[config.mk]
export PLATFORM = sky130hd
export DESIGN_NAME = eqed_sig_capture_flat
export DESIGN_NICKNAME = d
export VERILOG_FILES = /design/src/rtl/eqed_pkg.sv /design/src/rtl/eqed_sig_capture_if.sv /design/src/rtl/eqed_misr.sv /design/src/rtl/eqed_sig_capture.sv /design/src/flat_wrapper.sv
export SDC_FILE = /design/constraint.sdc
export NUM_CORES = 1
export LEC_CHECK = 0
export CORE_AREA = 2 2 45 47
export CTS_CLUSTER_DIAMETER = 120
export DETAILED_ROUTE_END_ITERATION = 10
export DIE_AREA = 0 0 47 49
export PLACE_DENSITY = 0.7
export SLEW_MARGIN = 0
export SYNTH_ARGS = -nofsm -noshare
export SYNTH_HDL_FRONTEND = slang
export SYNTH_SLANG_ARGS = --single-unit
[constraint.sdc]
create_clock -name clk -period 1.8 [get_ports clk]
set_input_delay 0.18 -clock clk [delete_from_list [all_inputs] [get_ports clk]]
set_output_delay 0.18 -clock clk [all_outputs]
set_load 0.03 [all_outputs]
[src/rtl/eqed_pkg.sv]
// ---------------------------------------------------------------------------
// eqed_pkg
// Shared definitions for the E-QED signature stages.
//   cap_state_t  : capture-window state (IDLE / CAPTURE / DONE)
//   DEF_SEED     : default signature seed
//   DEF_TAPS     : default MISR feedback mask
//   misr_next()  : one MISR step. Also used by the input-side compactor.
// No ports (package).
// ---------------------------------------------------------------------------
package eqed_pkg;

    typedef enum logic [1:0] {
        ST_IDLE    = 2'd0,
        ST_CAPTURE = 2'd1,
        ST_DONE    = 2'd2
    } cap_state_t;

    localparam logic [5:0] DEF_SEED = 6'b000001;
    localparam logic [5:0] DEF_TAPS = 6'b110000;

    // Widest signature the shared step function handles. Callers zero-extend
    // their operands to this width and truncate the result back.
    localparam int MISR_MAX_W = 32;

    // One MISR step.
    //   next[0] = ^(sig & taps) ^ din[0]
    //   next[k] = sig[k-1] ^ (k even && k/2 < n_in ? din[k/2] : 0)
    // Observed bit j lands on signature bit 2*j. Interleaving the inputs with
    // plain shift positions keeps them apart inside the register.
    // Bits above the caller's width carry no meaning and are dropped by the
    // caller.
    function automatic logic [MISR_MAX_W-1:0] misr_next(
        input logic [MISR_MAX_W-1:0] sig,
        input logic [MISR_MAX_W-1:0] din,
        input logic [MISR_MAX_W-1:0] taps,
        input int                    n_in
    );
        logic [MISR_MAX_W-1:0] nxt;
        nxt    = '0;
        nxt[0] = (^(sig & taps)) ^ din[0];
        for (int k = 1; k < MISR_MAX_W; k++) begin
            nxt[k] = sig[k-1];
            if (((k % 2) == 0) && ((k / 2) < n_in)) begin
                nxt[k] = nxt[k] ^ din[k/2];
            end
        end
        return nxt;
    endfunction

endpackage

[src/rtl/eqed_sig_capture_if.sv]
// ---------------------------------------------------------------------------
// eqed_sig_capture_if
// Bus between a harness and the signature capture stage.
//   start      harness -> stage   open a capture window (pulse)
//   obs_valid  harness -> stage   obs_in carries a sample this cycle
//   obs_in     harness -> stage   observed outputs of the module under check
//   exp_sig    harness -> stage   golden signature, sampled at window close
//   sig        stage -> harness   current signature register
//   busy       stage -> harness   window open
//   done       stage -> harness   result valid (held until next start / rst)
//   match      stage -> harness   signature matched exp_sig at close
//   count      stage -> harness   samples taken in the current window
// Modports: master (harness side), slave (capture stage).
// ---------------------------------------------------------------------------
interface eqed_sig_capture_if #(
    parameter int N_IN   = 3,
    parameter int MISR_W = 6,
    parameter int WINDOW = 5,
    parameter int CNT_W  = $clog2(WINDOW + 1)
);
    logic              start;
    logic              obs_valid;
    logic [N_IN-1:0]   obs_in;
    logic [MISR_W-1:0] exp_sig;
    logic [MISR_W-1:0] sig;
    logic              busy;
    logic              done;
    logic              match;
    logic [CNT_W-1:0]  count;

    modport master (
        output start, obs_valid, obs_in, exp_sig,
        input  sig, busy, done, match, count
    );

    modport slave (
        input  start, obs_valid, obs_in, exp_sig,
        output sig, busy, done, match, count
    );

endinterface

[src/rtl/eqed_misr.sv]
// ---------------------------------------------------------------------------
// eqed_misr
// Multiple-input signature register. It is shared by the output-side capture
// stage and by the input-side compactor.
//   clk          in   clock
//   rst          in   synchronous active-high reset (sig -> SEED)
//   load_seed_i  in   reload SEED (takes priority over step_i)
//   step_i       in   fold din_i into the signature
//   din_i        in   N_IN observed bits; bit j enters signature bit 2*j
//   sig_o        out  signature register
//   nxt_o        out  signature after a step with the current din_i
//                     (combinational look-ahead, used for the close compare)
// ---------------------------------------------------------------------------
module eqed_misr
    import eqed_pkg::*;
#(
    parameter int                N_IN   = 3,
    parameter int                MISR_W = 6,
    parameter logic [MISR_W-1:0] TAPS   = MISR_W'(DEF_TAPS),
    parameter logic [MISR_W-1:0] SEED   = MISR_W'(DEF_SEED)
) (
    input  logic              clk,
    input  logic              rst,
    input  logic              load_seed_i,
    input  logic              step_i,
    input  logic [N_IN-1:0]   din_i,
    output logic [MISR_W-1:0] sig_o,
    output logic [MISR_W-1:0] nxt_o
);

    logic [MISR_W-1:0] sig_q;
    logic [MISR_W-1:0] sig_d;
    logic [MISR_W-1:0] nxt;

    assign nxt = MISR_W'(misr_next(MISR_MAX_W'(sig_q), MISR_MAX_W'(din_i),
                                   MISR_MAX_W'(TAPS), N_IN));

    always_comb begin
        sig_d = sig_q;
        if (load_seed_i) begin
            sig_d = SEED;
        end else if (step_i) begin
            sig_d = nxt;
        end
    end

    always_ff @(posedge clk) begin
        if (rst) begin
            sig_q <= SEED;
        end else begin
            sig_q <= sig_d;
        end
    end

    assign sig_o = sig_q;
    assign nxt_o = nxt;

endmodule

[src/rtl/eqed_sig_capture.sv]
// ---------------------------------------------------------------------------
// eqed_sig_capture
// Downstream signature stage for E-QED harnesses. When start arrives it opens
// a window of WINDOW valid samples. Each sample is folded into a MISR. At the
// last sample the resulting signature is compared with exp_sig, and done/match
// are reported until the next start or reset.
//   clk   in   clock
//   rst   in   synchronous active-high reset
//   bus   slave modport of eqed_sig_capture_if
//         (start, obs_valid, obs_in, exp_sig in;
//          sig, busy, done, match, count out)
// Every output comes straight from a register.
// Constraint: 2*N_IN <= MISR_W. Inputs beyond that width would be lost.
// ---------------------------------------------------------------------------
module eqed_sig_capture
    import eqed_pkg::*;
#(
    parameter int                N_IN   = 3,
    parameter int                MISR_W = 6,
    parameter logic [MISR_W-1:0] TAPS   = MISR_W'(DEF_TAPS),
    parameter logic [MISR_W-1:0] SEED   = MISR_W'(DEF_SEED),
    parameter int                WINDOW = 5
) (
    input  logic                clk,
    input  logic                rst,
    eqed_sig_capture_if.slave   bus
);

    localparam int CNT_W = $clog2(WINDOW + 1);
    localparam logic [CNT_W-1:0] CNT_LAST = CNT_W'(WINDOW - 1);
    localparam logic [CNT_W-1:0] CNT_FULL = CNT_W'(WINDOW);

    cap_state_t        state_q;
    logic [CNT_W-1:0]  count_q;
    logic              busy_q;
    logic              done_q;
    logic              match_q;

    logic              accept;
    logic              reseed;
    logic              last;
    logic [MISR_W-1:0] sig;
    logic [MISR_W-1:0] sig_nxt;

    // A sample counts only while the window is open. That covers the start
    // cycle too, because the state is still IDLE/DONE then.
    assign accept = (state_q == ST_CAPTURE) && bus.obs_valid;
    // start re-arms from IDLE or DONE. It is ignored while a window runs.
    assign reseed = (state_q != ST_CAPTURE) && bus.start;
    assign last   = accept && (count_q == CNT_LAST);

    eqed_misr #(
        .N_IN   (N_IN),
        .MISR_W (MISR_W),
        .TAPS   (TAPS),
        .SEED   (SEED)
    ) u_misr (
        .clk         (clk),
        .rst         (rst),
        .load_seed_i (reseed),
        .step_i      (accept),
        .din_i       (bus.obs_in),
        .sig_o       (sig),
        .nxt_o       (sig_nxt)
    );

    always_ff @(posedge clk) begin
        if (rst) begin
            state_q <= ST_IDLE;
            count_q <= '0;
            busy_q  <= 1'b0;
            done_q  <= 1'b0;
            match_q <= 1'b0;
        end else begin
            case (state_q)
                ST_IDLE, ST_DONE: begin
                    if (bus.start) begin
                        state_q <= ST_CAPTURE;
                        count_q <= '0;
                        busy_q  <= 1'b1;
                        done_q  <= 1'b0;
                        match_q <= 1'b0;
                    end
                end
                ST_CAPTURE: begin
                    if (accept) begin
                        if (count_q != CNT_FULL) begin
                            count_q <= count_q + CNT_W'(1);
                        end
                        if (last) begin
                            // The closing sample is part of the signature, so
                            // compare the look-ahead value rather than sig.
                            state_q <= ST_DONE;
                            busy_q  <= 1'b0;
                            done_q  <= 1'b1;
                            match_q <= (sig_nxt == bus.exp_sig);
                        end
                    end
                end
                default: begin
                    state_q <= ST_IDLE;
                    busy_q  <= 1'b0;
                    done_q  <= 1'b0;
                    match_q <= 1'b0;
                end
            endcase
        end
    end

    assign bus.sig   = sig;
    assign bus.busy  = busy_q;
    assign bus.done  = done_q;
    assign bus.match = match_q;
    assign bus.count = count_q;

endmodule

[src/flat_wrapper.sv]
// flat-port wrapper written by rule: the top's interface ports become plain ports
module eqed_sig_capture_flat import eqed_pkg::*;
#(
    parameter int                N_IN   = 3,
    parameter int                MISR_W = 6,
    parameter logic [MISR_W-1:0] TAPS   = MISR_W'(DEF_TAPS),
    parameter logic [MISR_W-1:0] SEED   = MISR_W'(DEF_SEED),
    parameter int                WINDOW = 5
)
  (clk, rst, bus_start, bus_obs_valid, bus_obs_in, bus_exp_sig, bus_sig, bus_busy, bus_done, bus_match, bus_count);
  eqed_sig_capture_if #(.N_IN(N_IN), .MISR_W(MISR_W), .WINDOW(WINDOW)) bus_i ();
  input  logic clk;
  input  logic rst;
  input wire logic [$bits(bus_i.start)-1:0] bus_start;
  input wire logic [$bits(bus_i.obs_valid)-1:0] bus_obs_valid;
  input wire logic [$bits(bus_i.obs_in)-1:0] bus_obs_in;
  input wire logic [$bits(bus_i.exp_sig)-1:0] bus_exp_sig;
  output wire logic [$bits(bus_i.sig)-1:0] bus_sig;
  output wire logic [$bits(bus_i.busy)-1:0] bus_busy;
  output wire logic [$bits(bus_i.done)-1:0] bus_done;
  output wire logic [$bits(bus_i.match)-1:0] bus_match;
  output wire logic [$bits(bus_i.count)-1:0] bus_count;
  assign bus_i.start = bus_start;
  assign bus_i.obs_valid = bus_obs_valid;
  assign bus_i.obs_in = bus_obs_in;
  assign bus_i.exp_sig = bus_exp_sig;
  assign bus_sig = bus_i.sig;
  assign bus_busy = bus_i.busy;
  assign bus_done = bus_i.done;
  assign bus_match = bus_i.match;
  assign bus_count = bus_i.count;
  eqed_sig_capture #(.N_IN(N_IN), .MISR_W(MISR_W), .TAPS(TAPS), .SEED(SEED), .WINDOW(WINDOW)) u_core (.clk(clk), .rst(rst), .bus(bus_i));
endmodule
==> impl_metrics.csv <==
group,metric,value,unit
outcome,outcome,"finished clean",
clocking,clk_pin_slew,0.09,ns
worst_setup_path,cp-start-kind,"flip-flop",
worst_setup_path,worstPathArrival,1.41,ns
detailed_routing,firstDrtPassIters,4,
worst_setup_path,cpPeakStageDelay,0.70,ns
clocking,clockRootBuffer,"clkbuf_4",
timing,worst_pin_slew,0.3318,ns
global_route,antenna_found_initial,0,
detailed_routing,vias_per_cell,4.816,
clocking,h-tree-depth,1,
pwr,vdd_ir_drop_max,0.4387,mV
placement,gp_congestion,0.8092,
pwr,comb_power_share,18.3,%
clocking,post_cts_resized,0,
final_layout,antenna_cells,0,
detailed_routing,ant_nets,0,
clocking,clk_latency,0.28,ns
timing,fin_crit,1.591,ns
synth,synthAdderAreaFrac,5.111,%
synth,ys_warn_count,0,
timing,fin_ws,0.2089,ns
timing,finalSetupViolations,0,
pwr,seq_power_share,47.9,%
synth,synth_top_area_share,38.16,%
timing,slew_headroom,77.82,%
detailed_routing,first_iter_violations,13,
final_layout,area_growth,39.01,%
synth,postSynthCellCount,85,
flow_run,max_cap_viol_count,0,
pwr,power_report.internal_total,0.5064,mW
pwr,switching_power,0.1794,mW
detailed_routing,routed_wl,1520,um
detailed_routing,drc_errors,0,
worst_setup_path,path_max_fanout,5,
floorplanning,die_area,2303,sq um
floorplanning,fp.dieW,47,um
floorplanning,io_pins,25,
floorplanning,initial_core_util,39.88,%
worst_setup_path,cp-end-kind,"output port",
worst_setup_path,critPathSlowestCell,"clkdlybuf4s50_1",
timing,setup_tns,0,ns
synth,syn_area,734.5,sq um
final_layout,multiInputGateArea,411.6,sq um
clocking,numClockSinks,14,
hold_path,min_path_type,"reg2reg",
clocking,numCtsBuffers,3,
global_route,grt_use_total,15.08,%
global_route,grt_first_pass_wirelength,2449,um
placement,dp_cells,132,
clocking,cts_max_path_buffers,2,
global_route,grt_pass1_vias,561,
pwr,p_clk_share,33.8,%
synth,synth_mux_area_share,0,%
synth,synthXorXnorAreaFrac,12.61,%
synth,synthTopCellsByArea,"dfxtp_1 38%, a21oi_1 6.8%, ha_1 5.1%, nand2_1 5.1%, xnor2_1 4.8%",
pwr,p_leak,0.3728,nW
clocking,holdBufCountCts,0,
global_route,gr-total-overflow,0,
final_layout,drive_gt1_share,7.339,%
timing,fmaxAchievable,628.5,MHz
timing,hold_viol,0,
worst_setup_path,cpLargestDelayFamily,"buffers and inverters",
worst_setup_path,crit_required,1.62,ns
final_layout,nNetsFinal,126,
synth,synth.distinct_cells,29,
worst_setup_path,critPathKind,"reg2out",
placement,dp_hpwl,1217,um
clocking,post_cts_buffers,0,
synth,ys_ff_latch,14,
worst_setup_path,path_buf_inv,1,
timing,drv_slew,0,
synth,ys_seq_area_share,38.16,%
final_layout,num-fill-cells,192,
final_layout,fin_cells,136,
detailed_routing,vias,655,
floorplanning,fp.coreArea,1842,sq um
synth,synth_area_per_cell,8.641,sq um
global_route,grt_max_degree,9,
detailed_routing,drt-wirelength-per-cell,11.18,um
floorplanning,die_y,49,um
timing,skew,0.004774,ns
placement,numPortBuffers,24,
synth,synth_compound_area_share,17.21,%
synth,synthSimpleGateAreaFrac,21.12,%
pwr,swShare,26.16,%
floorplanning,row_count,16,
clocking,cts_tree,"done",
final_layout,seqCellArea,280.3,sq um
pwr,power.density,671.7,nW/um^2
timing,rsz0062_at_grt,"false",
placement,dp_slack,0.1225,ns
synth,synth_top_area_cell,"dfxtp_1",
synth,synth_top_family_by_area,"simple AND/OR/NAND/NOR gates",
worst_setup_path,crit_chain,"clkdlybuf4s50_1",
timing,finalCritPeriodShare,88.39,%
synth,syn_nets,101,
==> power by group through the flow <==
stage	clock (mW)	combinational (mW)	sequential, mW
2_1_floorplan	0	0.0662	0.343
3_3_place_gp	0	0.125	0.336
3_5_place_dp	0	0.126	0.336
4_1_cts	0.236	0.127	0.329
5_1_grt	0.254	0.136	0.330
6_report	0.232	0.125	0.329
==> area by class of cell <==
type / instances / area share, %
inverters: 3 / 1.103
clock buffers: 4 / 3.554
multi-input cells: 63 / 40.32
repair buffers: 25 / 24.26
well taps: 27 / 3.309
flip-flops and latches: 14 / 27.45
==> state kept, by name, indices dropped and copies added, names as in the netlist <==
register             flops
u_core.u_misr.sig_o      6
u_core.bus.count         3
u_core.state_q           2
u_core.bus.busy          1
u_core.bus.done          1
u_core.bus.match         1
==> cell families after synthesis <==
logic type | after synthesis
compound gates | 21
simple gates | 30
flops | 14
buf+inv | 8
fa+ha+maj | 3
xor+xnor | 9
==> per-stage QoR <==
step	power (mW)	utilization, %	instance area, sq um	hold WS [ns]
final	0.6858	55.43	1021	0.4657
after detailed placement	0.4625	53.46	984.7	0.4611
after global placement	0.4607	53.46	984.7	0.4498
after CTS	0.6918	55.43	1021	0.4735
after global routing	0.7201	55.43	1021	0.5045
after floorplan	0.4091	-	734.5	0.3597
==> synthesized netlist by cell type, drive strengths merged <==
master and instances:
or4 1, nand2b 4, xor2 4, buf 5, and2b 1, o21a 1, or3 1, a211oi 2
ha 3, nand3b 2, and3 1, nand2 11, nor2 5, a21oi 10, nand3 3, dfxtp 14
xnor2 4, o21ai 4, inv 3, o22ai 1, a211o 1, a21o 2, xnor3 1, and2 1
==> worst paths after layout <==
kind	startpoint	endpoint	cells past startpoint	slack, ns
max reg2reg	u_core.bus.count[0]$_SDFFE_PP0P_	u_core.bus.match$_SDFFE_PP0P_	6	0.21
min reg2reg	u_core.bus.busy$_SDFFE_PP0P_	u_core.bus.busy$_SDFFE_PP0P_	2	0.47
min	u_core.bus.busy$_SDFFE_PP0P_	u_core.bus.busy$_SDFFE_PP0P_	2	0.47
max	u_core.u_misr.sig_o[4]$_SDFFE_PP0P_	bus_sig[4]	1	0.21
==> cell usage in the layout, fill, tap and decap left out, drive strengths merged <==
cell,instances
clkdlybuf4s50,24
dfxtp,14
nand2,11
a21oi,10
nor2,5
nand2b,4
xnor2,4
xor2,4
clkbuf,4
o21ai,4
inv,3
nand3,3
ha,3
nand3b,2
a21o,2
a211oi,2
and3,1
o21a,1
and2b,1
and2,1
or3,1
xnor3,1
or4,1
o22ai,1
a211o,1
buf,1
==> routing by layer <==
layer,GRT usage (%),vias to the layer above,routed length [um]
met5,0,-,0
met4,5.556,0,20
met3,8.148,2,77
met2,22.60,16,757
met1,17.74,306,665
li1,-,331,-
Power figures use the tool's default switching activity.
